<file path="config.mk">
export PLATFORM = sky130hd
export DESIGN_NAME = iq_byte_serializer_flat
export DESIGN_NICKNAME = d
export VERILOG_FILES = /design/src/rtl/iq_byte_serializer_if.sv /design/src/rtl/iq_byte_serializer.sv /design/src/flat_wrapper.sv
export SDC_FILE = /design/constraint.sdc
export NUM_CORES = 1
export LEC_CHECK = 0
export BUFFER_PORTS_ARGS = -buffer_cell sky130_fd_sc_hd__buf_2
export CAP_MARGIN = 20
export CORE_MARGIN = 4
export CORE_UTILIZATION = 55
export CTS_CLUSTER_DIAMETER = 30
export DETAILED_ROUTE_END_ITERATION = 8
export PLACE_DENSITY = 0.72
export SYNTH_ARGS = -nofsm -noshare
export SYNTH_HDL_FRONTEND = slang
export SYNTH_SLANG_ARGS = --single-unit
</file>
<file path="constraint.sdc">
create_clock -name clk -period 4.35 [get_ports clk]
set_input_delay 0.87 -clock clk [delete_from_list [all_inputs] [get_ports clk]]
set_output_delay 0.87 -clock clk [all_outputs]
set_load 0.01 [all_outputs]
</file>
<file path="src/rtl/iq_byte_serializer_if.sv">
// Stream bundle for the I/Q byte serializer: two 8-bit sample inputs (no tready)
// and one framed AXI-Stream byte output.
interface iq_byte_serializer_if;
   logic [7:0] s_axis_i_tdata;
   logic       s_axis_i_tvalid;
   logic [7:0] s_axis_q_tdata;
   logic       s_axis_q_tvalid;
   logic [7:0] m_axis_tdata;
   logic       m_axis_tvalid;
   logic       m_axis_tready;
   logic       m_axis_tlast;

   // Upstream sources plus the downstream byte sink.
   modport master (
      output s_axis_i_tdata, s_axis_i_tvalid, s_axis_q_tdata, s_axis_q_tvalid, m_axis_tready,
      input  m_axis_tdata, m_axis_tvalid, m_axis_tlast
   );

   // Serializer side.
   modport slave (
      input  s_axis_i_tdata, s_axis_i_tvalid, s_axis_q_tdata, s_axis_q_tvalid, m_axis_tready,
      output m_axis_tdata, m_axis_tvalid, m_axis_tlast
   );
endinterface

</file>
<file path="src/rtl/iq_byte_serializer.sv">
// Re-serialises paired I/Q samples into a framed byte stream (HDR0, HDR1, I, Q, I, Q ...)
// through a pair FIFO; pairs arriving while the FIFO is full are dropped and counted.
module iq_byte_serializer #(
   parameter int         DEPTH     = 16,
   parameter int         FRAME_LEN = 256,
   parameter logic [7:0] HDR0      = 8'hA5,
   parameter logic [7:0] HDR1      = 8'h5A
) (
   input  logic                clk,
   input  logic                rst,
   iq_byte_serializer_if.slave bus,
   output logic                overflow,
   output logic                misalign_err,
   output logic [15:0]         drop_count
);

   localparam int AW = (DEPTH > 1) ? $clog2(DEPTH) : 1;
   localparam int CW = AW + 1;
   localparam int PW = (FRAME_LEN > 1) ? $clog2(FRAME_LEN) : 1;

   localparam logic [AW-1:0] PTR_ZERO  = {AW{1'b0}};
   localparam logic [AW-1:0] PTR_ONE   = AW'(1);
   localparam logic [CW-1:0] CNT_ZERO  = {CW{1'b0}};
   localparam logic [CW-1:0] CNT_ONE   = CW'(1);
   localparam logic [CW-1:0] CNT_FULL  = CW'(DEPTH);
   localparam logic [PW-1:0] PAIR_ZERO = {PW{1'b0}};
   localparam logic [PW-1:0] PAIR_ONE  = PW'(1);
   localparam logic [PW-1:0] PAIR_LAST = PW'(FRAME_LEN - 1);

   typedef enum logic [2:0] {
      ST_IDLE   = 3'd0,
      ST_HDR0   = 3'd1,
      ST_HDR1   = 3'd2,
      ST_SEND_I = 3'd3,
      ST_SEND_Q = 3'd4
   } state_t;

   logic [15:0]   mem_r [DEPTH];
   logic [AW-1:0] wr_ptr_r;
   logic [AW-1:0] rd_ptr_r;
   logic [CW-1:0] count_r;

   state_t        state_r;
   logic [PW-1:0] pair_cnt_r;
   logic [7:0]    q_hold_r;
   logic [7:0]    tdata_r;
   logic          tvalid_r;
   logic          tlast_r;

   logic          overflow_r;
   logic          misalign_r;
   logic [15:0]   drop_count_r;

   logic          pair_in_s;
   logic          fifo_full_s;
   logic          fifo_empty_s;
   logic          push_s;
   logic          pop_s;
   logic          xfer_s;
   logic [15:0]   rd_data_s;

   assign pair_in_s    = bus.s_axis_i_tvalid & bus.s_axis_q_tvalid;
   // Full/empty come from the registered count so a same-cycle pop never frees a slot early.
   assign fifo_full_s  = (count_r == CNT_FULL);
   assign fifo_empty_s = (count_r == CNT_ZERO);
   assign push_s       = pair_in_s & ~fifo_full_s;
   assign xfer_s       = tvalid_r & bus.m_axis_tready;
   assign rd_data_s    = mem_r[rd_ptr_r];

   assign bus.m_axis_tdata  = tdata_r;
   assign bus.m_axis_tvalid = tvalid_r;
   assign bus.m_axis_tlast  = tlast_r;
   assign overflow          = overflow_r;
   assign misalign_err      = misalign_r;
   assign drop_count        = drop_count_r;

   // Pop decision: exactly the FSM transitions that load a new I byte from the FIFO head.
   always_comb begin
      pop_s = 1'b0;
      case (state_r)
         ST_IDLE:   pop_s = ~fifo_empty_s & (pair_cnt_r != PAIR_ZERO);
         ST_HDR1:   pop_s = xfer_s & ~fifo_empty_s;
         ST_SEND_Q: pop_s = xfer_s & ~fifo_empty_s & (pair_cnt_r != PAIR_LAST);
         default:   pop_s = 1'b0;
      endcase
   end

   // Pair storage; contents need no reset because the count gates every read.
   always_ff @(posedge clk) begin
      if (push_s) begin
         mem_r[wr_ptr_r] <= {bus.s_axis_i_tdata, bus.s_axis_q_tdata};
      end
   end

   // FIFO pointers and occupancy.
   always_ff @(posedge clk) begin
      if (rst) begin
         wr_ptr_r <= PTR_ZERO;
         rd_ptr_r <= PTR_ZERO;
         count_r  <= CNT_ZERO;
      end else begin
         if (push_s) begin
            wr_ptr_r <= wr_ptr_r + PTR_ONE;
         end
         if (pop_s) begin
            rd_ptr_r <= rd_ptr_r + PTR_ONE;
         end
         case ({push_s, pop_s})
            2'b10:   count_r <= count_r + CNT_ONE;
            2'b01:   count_r <= count_r - CNT_ONE;
            default: count_r <= count_r;
         endcase
      end
   end

   // Sticky error flags and saturating drop counter.
   always_ff @(posedge clk) begin
      if (rst) begin
         overflow_r   <= 1'b0;
         misalign_r   <= 1'b0;
         drop_count_r <= 16'h0000;
      end else begin
         if (bus.s_axis_i_tvalid ^ bus.s_axis_q_tvalid) begin
            misalign_r <= 1'b1;
         end
         if (pair_in_s & fifo_full_s) begin
            overflow_r <= 1'b1;
            if (drop_count_r != 16'hFFFF) begin
               drop_count_r <= drop_count_r + 16'd1;
            end
         end
      end
   end

   // Framing FSM with registered stream outputs; a stalled byte keeps its data and tlast.
   always_ff @(posedge clk) begin
      if (rst) begin
         state_r    <= ST_IDLE;
         pair_cnt_r <= PAIR_ZERO;
         q_hold_r   <= 8'h00;
         tdata_r    <= 8'h00;
         tvalid_r   <= 1'b0;
         tlast_r    <= 1'b0;
      end else begin
         case (state_r)
            ST_IDLE: begin
               if (!fifo_empty_s) begin
                  tvalid_r <= 1'b1;
                  tlast_r  <= 1'b0;
                  if (pair_cnt_r == PAIR_ZERO) begin
                     state_r <= ST_HDR0;
                     tdata_r <= HDR0;
                  end else begin
                     state_r  <= ST_SEND_I;
                     tdata_r  <= rd_data_s[15:8];
                     q_hold_r <= rd_data_s[7:0];
                  end
               end
            end
            ST_HDR0: begin
               if (xfer_s) begin
                  state_r <= ST_HDR1;
                  tdata_r <= HDR1;
               end
            end
            ST_HDR1: begin
               if (xfer_s) begin
                  if (!fifo_empty_s) begin
                     state_r  <= ST_SEND_I;
                     tdata_r  <= rd_data_s[15:8];
                     q_hold_r <= rd_data_s[7:0];
                  end else begin
                     state_r  <= ST_IDLE;
                     tvalid_r <= 1'b0;
                     tdata_r  <= 8'h00;
                  end
               end
            end
            ST_SEND_I: begin
               if (xfer_s) begin
                  state_r <= ST_SEND_Q;
                  tdata_r <= q_hold_r;
                  tlast_r <= (pair_cnt_r == PAIR_LAST);
               end
            end
            ST_SEND_Q: begin
               if (xfer_s) begin
                  tlast_r <= 1'b0;
                  if (pair_cnt_r == PAIR_LAST) begin
                     pair_cnt_r <= PAIR_ZERO;
                     if (!fifo_empty_s) begin
                        state_r <= ST_HDR0;
                        tdata_r <= HDR0;
                     end else begin
                        state_r  <= ST_IDLE;
                        tvalid_r <= 1'b0;
                        tdata_r  <= 8'h00;
                     end
                  end else begin
                     pair_cnt_r <= pair_cnt_r + PAIR_ONE;
                     if (!fifo_empty_s) begin
                        state_r  <= ST_SEND_I;
                        tdata_r  <= rd_data_s[15:8];
                        q_hold_r <= rd_data_s[7:0];
                     end else begin
                        state_r  <= ST_IDLE;
                        tvalid_r <= 1'b0;
                        tdata_r  <= 8'h00;
                     end
                  end
               end
            end
            default: begin
               state_r  <= ST_IDLE;
               tvalid_r <= 1'b0;
               tlast_r  <= 1'b0;
               tdata_r  <= 8'h00;
            end
         endcase
      end
   end

endmodule
</file>
<file path="src/flat_wrapper.sv">
// flat-port wrapper written by rule: the top's interface ports become plain ports
module iq_byte_serializer_flat 
#(
   parameter int         DEPTH     = 16,
   parameter int         FRAME_LEN = 256,
   parameter logic [7:0] HDR0      = 8'hA5,
   parameter logic [7:0] HDR1      = 8'h5A
)
  (clk, rst, overflow, misalign_err, drop_count, bus_s_axis_i_tdata, bus_s_axis_i_tvalid, bus_s_axis_q_tdata, bus_s_axis_q_tvalid, bus_m_axis_tready, bus_m_axis_tdata, bus_m_axis_tvalid, bus_m_axis_tlast);
  iq_byte_serializer_if bus_i ();
  input  logic clk;
  input  logic rst;
  output logic overflow;
  output logic misalign_err;
  output logic [15:0] drop_count;
  input wire logic [$bits(bus_i.s_axis_i_tdata)-1:0] bus_s_axis_i_tdata;
  input wire logic [$bits(bus_i.s_axis_i_tvalid)-1:0] bus_s_axis_i_tvalid;
  input wire logic [$bits(bus_i.s_axis_q_tdata)-1:0] bus_s_axis_q_tdata;
  input wire logic [$bits(bus_i.s_axis_q_tvalid)-1:0] bus_s_axis_q_tvalid;
  input wire logic [$bits(bus_i.m_axis_tready)-1:0] bus_m_axis_tready;
  output wire logic [$bits(bus_i.m_axis_tdata)-1:0] bus_m_axis_tdata;
  output wire logic [$bits(bus_i.m_axis_tvalid)-1:0] bus_m_axis_tvalid;
  output wire logic [$bits(bus_i.m_axis_tlast)-1:0] bus_m_axis_tlast;
  assign bus_i.s_axis_i_tdata = bus_s_axis_i_tdata;
  assign bus_i.s_axis_i_tvalid = bus_s_axis_i_tvalid;
  assign bus_i.s_axis_q_tdata = bus_s_axis_q_tdata;
  assign bus_i.s_axis_q_tvalid = bus_s_axis_q_tvalid;
  assign bus_i.m_axis_tready = bus_m_axis_tready;
  assign bus_m_axis_tdata = bus_i.m_axis_tdata;
  assign bus_m_axis_tvalid = bus_i.m_axis_tvalid;
  assign bus_m_axis_tlast = bus_i.m_axis_tlast;
  iq_byte_serializer #(.DEPTH(DEPTH), .FRAME_LEN(FRAME_LEN), .HDR0(HDR0), .HDR1(HDR1)) u_core (.clk(clk), .rst(rst), .bus(bus_i), .overflow(overflow), .misalign_err(misalign_err), .drop_count(drop_count));
endmodule
</file>
## Word level (Yosys, flattened, before mapping)

Memory sizes are Yosys's and may differ from the RTL's. A register that Yosys moved wholly into a read port is not among the register bits.
Index checks and enable logic that the tools add are counted.

| operators by class | value |
|---|---|
| reduce and logical (&&, ||, !) cells | 15 |
| muxes and demuxes | 42 |
| eq/ne operators | 19 |
| bitwise operators | 12 |
| add/subtract/negate cells | 6 |

Operators by type and width:

| operator | number |
|---|---|
| $mux 8 | 16 |
| $pmux 8 s5 | 1 |
| $pmux 8 s3 | 1 |
| $add 16x1->16 const B | 1 |
| $ne 16x16->1 const B | 1 |
| $mux 3 | 5 |
| $pmux 3 s5 | 1 |
| $ne 2x1->1 const B | 6 |
| $pmux 5 s2 | 1 |
| $mux 1 | 9 |
| $add 4x1->4 const B | 2 |
| $add 8x1->8 const B | 1 |
| $eq 8x8->1 const B | 1 |
| $logic_not 8->1 | 1 |
| $mux 4 | 2 |
| $ne 8x8->1 const B | 1 |
| $reduce_and 4->1 | 2 |
| $reduce_bool 8->1 | 1 |
| $and 1x1->1 | 7 |
| $eq 3x2->1 const B | 2 |
| $mux 2 | 3 |
| $ne 2x2->1 const B | 3 |
| $pmux 1 s3 | 2 |
| $reduce_and 6->1 | 1 |
| other kinds (17) | 23 |

| word-level totals | value |
|---|---|
| word-level logic and storage cells | 107 |
| memories kept | 1 |
| bits in writable memories | 256 |
| output and inout port bits | 28 |
| flip-flop bits (word level) | 60 |

Memories:

| memory | depth | bits a word | rd ports | clocked after Yosys merged registers in | wr ports | line | RTL |
|---|---|---|---|---|---|---|---|
| u_core.mem_r | 16 | 16 | 1 | 1 | 1 | iq_byte_serializer.sv:38 | `logic [15:0] mem_r [DEPTH];` |

## Depth between registers and ports, before layout

| logic depth | value |
|---|---|
| depth after elaboration | 7 |
| mapped depth | 17 |

## Worst setup path after synthesis

OpenSTA, ideal clock, no wires.

| path | value |
|---|---|
| kind | input-to-reg |
| from | input port bus_m_axis_tready |
| to | register u_core.count_r[4] |
| setup slack | 0.592 ns |
| required time | 4.220 ns |
| data arrival time | 3.628 ns |
| path buffers | 3 |
| stages | 16 |
| library setup time | 0.130 ns |
| cells stage by stage | and2_1 -> buf_2 -> nand3_1 -> o22ai_2 -> and2_1 -> buf_2 -> ha_1 -> clkbuf_1 -> xor2_1 -> ha_1 -> o21ai_0 -> nand2b_1 -> a211oi_1 -> and4_1 -> o21ai_0 -> nor3b_1 |

| on the way | value |
|---|---|
| word-level cells in the longest chain between the ends | 6 |

RTL lines:

| element | line | RTL |
|---|---|---|
| start, declared | flat_wrapper.sv:20 | `input wire logic [$bits(bus_i.m_axis_tready)-1:0] bus_m_axis_tready;` |
| $and 1x1->1 (*) | iq_byte_serializer.sv:67 | `assign xfer_s = tvalid_r & bus.m_axis_tready;` |
| $and 1x1->1 (*) | iq_byte_serializer.sv:82, iq_byte_serializer.sv:83 |  |
| $and 1x1->1 | iq_byte_serializer.sv:83 | `ST_SEND_Q: pop_s = xfer_s & ~fifo_empty_s & (pair_cnt_r != PAIR_LAST);` |
| $pmux 1 s3 (*) | iq_byte_serializer.sv:80 | `case (state_r)` |
| net u_core.pop_s | iq_byte_serializer.sv:58 | `logic pop_s;` |
| $eq 2x1->1 or $eq 2x2->1 (tied branches) | iq_byte_serializer.sv:108 | `case ({push_s, pop_s})` |
| $pmux 5 s2 or $reduce_bool 2->1 (tied branches) | -- |  |
| end signal, assigned | iq_byte_serializer.sv:109 | `2'b10: count_r <= count_r + CNT_ONE;` |
| end signal, assigned | iq_byte_serializer.sv:110 | `2'b01: count_r <= count_r - CNT_ONE;` |
| end signal, assigned | iq_byte_serializer.sv:111 | `default: count_r <= count_r;` |
| end, declared | iq_byte_serializer.sv:41 | `logic [CW-1:0] count_r;` |

The timed path passes the listed nets; every way through them passes the cells marked *.
A chain may end at the register's enable or synchronous reset.

## Final worst setup path

| path | value |
|---|---|
| from | register u_core.state_r[2] |
| to | register u_core.count_r[4] |

| on the way | value |
|---|---|
| word-level cells in the longest chain between the ends | 4 |

RTL lines:

| element | line | RTL |
|---|---|---|
| start, declared | iq_byte_serializer.sv:43 | `state_t state_r;` |
| start signal, assigned | iq_byte_serializer.sv:138 | `state_r <= ST_IDLE;` |
| start signal, assigned | iq_byte_serializer.sv:151 | `state_r <= ST_HDR0;` |
| start signal, assigned | iq_byte_serializer.sv:154 | `state_r <= ST_SEND_I;` |
| $eq 3x3->1 (tied with other cells) | iq_byte_serializer.sv:80 |  |
| $pmux 1 s3 (*) | iq_byte_serializer.sv:80 |  |
| $eq 2x1->1 or $eq 2x2->1 (tied branches) | iq_byte_serializer.sv:108 |  |
| $pmux 5 s2 or $reduce_bool 2->1 (tied branches) | -- |  |

Every way passes the cells marked *; elsewhere a longest branch is shown, timed or not.

==> impl_metrics.yaml <==
routing:
  drcViolationCount: 0
  wl_met2_um: 14300
  postRouteAntennaNets: 0
  wl_met1_um: 11600
  wl_um: 28200
  first_iter_violations: 791
  drtPass1Iterations: 7
  wire_per_inst_um: 23.2
  vias: 7406
  wl_met3_um: 1720
  viasPerCell: 6.09
  top_layer_used: "met4"
sta:
  worstMarginPinSlew_ns: 1.13
  period_share_pct: 87.3
  maxClockFrequency_mhz: 263
  setup_violations: 0
  hold_viol: 0
  finalMaxSlewViolations: 0
  rsz0062_at_grt: "no"
  clock_skew_ns: 0.0119
  max_slew_margin_pct: 24.6
  setup_tns_ns: 0
  period_minus_slack_ns: 3.80
synthesis:
  yosysTopAreaCell: "edfxtp_1"
  synth-edff-count: 256
  netlist_area_um2: 12900
  synthArstFlopShare_pct: 0
  synthCells: 770
  yosysTopAreaCellShare_pct: 59.8
  synth_ff_type: "edfxtp_1"
  yosys-top-cells-area: "edfxtp_1, mux4_2, dfxtp_1"
  synth_fp_nets: 803
  synth.distinct_cells: 60
  ys_warn_count: 0
  ys_ff_latch: 320
  syn_avg_cell_area_um2: 16.7
  synth.most_common_cell: "edfxtp_1"
  synth_commonest_cells: "edfxtp_1, mux4_2, nor2_1"
  ys_seq_area_share_pct: 69.8
clock_network:
  cts_tree: "built"
  post_cts_buffers: 0
  cts.sinks: 320
  cts_hold_buf: 0
  cts_max_level: 2
  clock_tree.root_cell: "clkbuf_16"
  clk-insertion-delay-late_ns: 0.56
  clockBufferDepth: 3
  cts_made_buffers: 55
  cts-resized-gates: 0
  clkSlewWorstSetupHoldPaths_ns: 0.05
grt:
  grt_max_degree: 62
  grt_pass1_vias: 7712
  grt_pass1_wl_um: 44100
  antenna_found_initial: 0
  grt_overflow: 0
  grt_use_total_pct: 22.2
finish:
  drive_above_1_share_pct: 28.0
  finalNonFillerCells: 1217
  n_fill_cell: 1535
  syn2layout_area_growth_pct: 20.1
  n_antenna_cell: 0
  nets: 892
run:
  cap_viol_max_count: 0
pwr:
  leakagePower_uw: 0.00519
  p_per_area_nw_per_um2: 546
  ir_worst_vdd_v: 0.000418
placement:
  port_buffers: 48
  dp_hpwl_um: 16700
  routabilityCongestion: 0.901
  dpl.cell_count: 1115
die:
  design.core.area_um2: 22800
  start_util_pct: 56.3
  row_count: 55
  fp.dieArea_um2: 25900
  boundaryPins: 49
  die_y_um: 161
  die_x_um: 161
critical_path:
  cp_cell_sequence: "nand3_1, o22ai_2, and2_1, ha_1, xor2_1, ha_1, o21ai_0, nand2b_1, a211oi_1, and4_1, o21ai_0, nor3b_1"
  cp.required_ns: 4.74
  worstPathMaxFanout: 25
  endpoint_kind: "flip-flop"
  crit_type: "reg -> reg"
  cp_data_arrival_time_ns: 4.18
  critPathMaxStageDelay_ns: 0.85
  worst_path_max_delay_cell: "dfxtp_1"
  critPathLaunchType: "flip-flop"
worst_hold_path:
  min_path_type: "reg -> reg"
status:
  status: "complete, no violations"
-- worst paths after layout --
| path | start | slack [ns] | depth (start not counted) | end |
|---|---|---|---|---|
| min | u_core.overflow | 0.44 | 2 | u_core.overflow |
| min reg2reg | u_core.overflow | 0.44 | 2 | u_core.overflow |
| max | u_core.state_r[2] | 0.55 | 12 | u_core.count_r[4] |
| max reg2reg | u_core.state_r[2] | 0.55 | 12 | u_core.count_r[4] |
-- logic make-up after synthesis --
logic type	count (synthesis)	synth area share, %
AO/OA/AOI/OAI	109	5.96
multiplexers	75	12.6
flip-flops	320	69.8
XOR/XNOR	26	1.77
AND/OR/NAND/NOR	172	6.81
adder cells (fa/ha/maj)	14	1.32
buffers and inverters	54	1.76
-- power by group --
part | leakage [uW] | internal [uW] | total, uW | switching [uW]
Combinational | 0.00144 | 269 | 615 | 345
Sequential | 0.00283 | 3360 | 3460 | 94.4
Clock | 0.000921 | 2900 | 4350 | 1450
-- worst max-delay path, delay by kind of cell (launching register included) --
kind	cells	cell delay [ns]
AND/OR/NAND/NOR	5	1.06
AO/OA/AOI/OAI	4	0.98
XOR/XNOR	1	0.11
flip-flops	1	0.85
adder cells (fa/ha/maj)	2	0.63
-- layer usage --
metal / vias to the layer above / GRT usage (%)
li1: 3243 / -
met1: 3829 / 29.8
met2: 276 / 37.3
met3: 58 / 4.23
met4: 0 / 7.29
met5: - / 0
-- cell usage in the layout (no fill, tap or decap), types with 5 or more instances in the layout --
| master | n |
|---|---|
| bufinv_16 | 8 |
| or3_1 | 7 |
| a22o_1 | 8 |
| inv_1 | 14 |
| mux2i_1 | 5 |
| nand3_1 | 12 |
| nor3_1 | 7 |
| o22ai_1 | 8 |
| clkbuf_1 | 7 |
| buf_2 | 48 |
| a22oi_1 | 11 |
| xor2_1 | 20 |
| dfxtp_1 | 62 |
| clkinv_2 | 11 |
| a21oi_1 | 25 |
| nand2_1 | 22 |
| clkbuf_16 | 57 |
| ha_1 | 12 |
| o21ai_0 | 25 |
| clkinvlp_4 | 6 |
| nand2b_1 | 17 |
| xnor2_1 | 6 |
| mux4_2 | 69 |
| buf_4 | 23 |
| nor2_1 | 66 |
| nor3_2 | 5 |
| edfxtp_1 | 256 |
| nand4_1 | 9 |
| a221oi_1 | 8 |
-- sequential cells by signal, indices dropped and copies added (netlist names), named ones only --
signal and flops:
u_core.mem_r 256, u_core.count_r 5, u_core.pair_cnt_r 8, u_core.state_r 3, u_core.wr_ptr_r 4, u_core.drop_count 16
u_core.q_hold_r 8, u_core.bus.m_axis_tdata 8, u_core.overflow 1, u_core.bus.m_axis_tlast 1, u_core.rd_ptr_r 4, u_core.misalign_err 1
u_core.bus.m_axis_tvalid 1
-- per-stage QoR --
stage | worst slack (ns) | hold slack (ns) | utilization [%] | total power (uW) | cell area (um^2)
after floorplan | 0.592 | 0.459 | - | 3940 | 12900
after detailed placement | 0.337 | 0.435 | 59.2 | 4120 | 13500
after CTS | 0.628 | 0.442 | 67.5 | 8480 | 15400
after global routing | 0.290 | 0.461 | 67.5 | 8700 | 15400
after global placement | 0.558 | 0.436 | 59.2 | 4090 | 13500
final | 0.552 | 0.443 | 67.5 | 8420 | 15400
-- area by class of cell --
type | instances | area (um^2) | area share, %
Timing Repair Buffer | 72 | 433 | 2.81
Inverter | 14 | 52.6 | 0.341
Tap cell | 313 | 392 | 2.54
Sequential cell | 320 | 8970 | 58.2
Clock buffer | 66 | 1480 | 9.59
Clock inverter | 36 | 422 | 2.73
Multi-Input combinational cell | 396 | 3680 | 23.8
(Power assumes the default switching activity.)
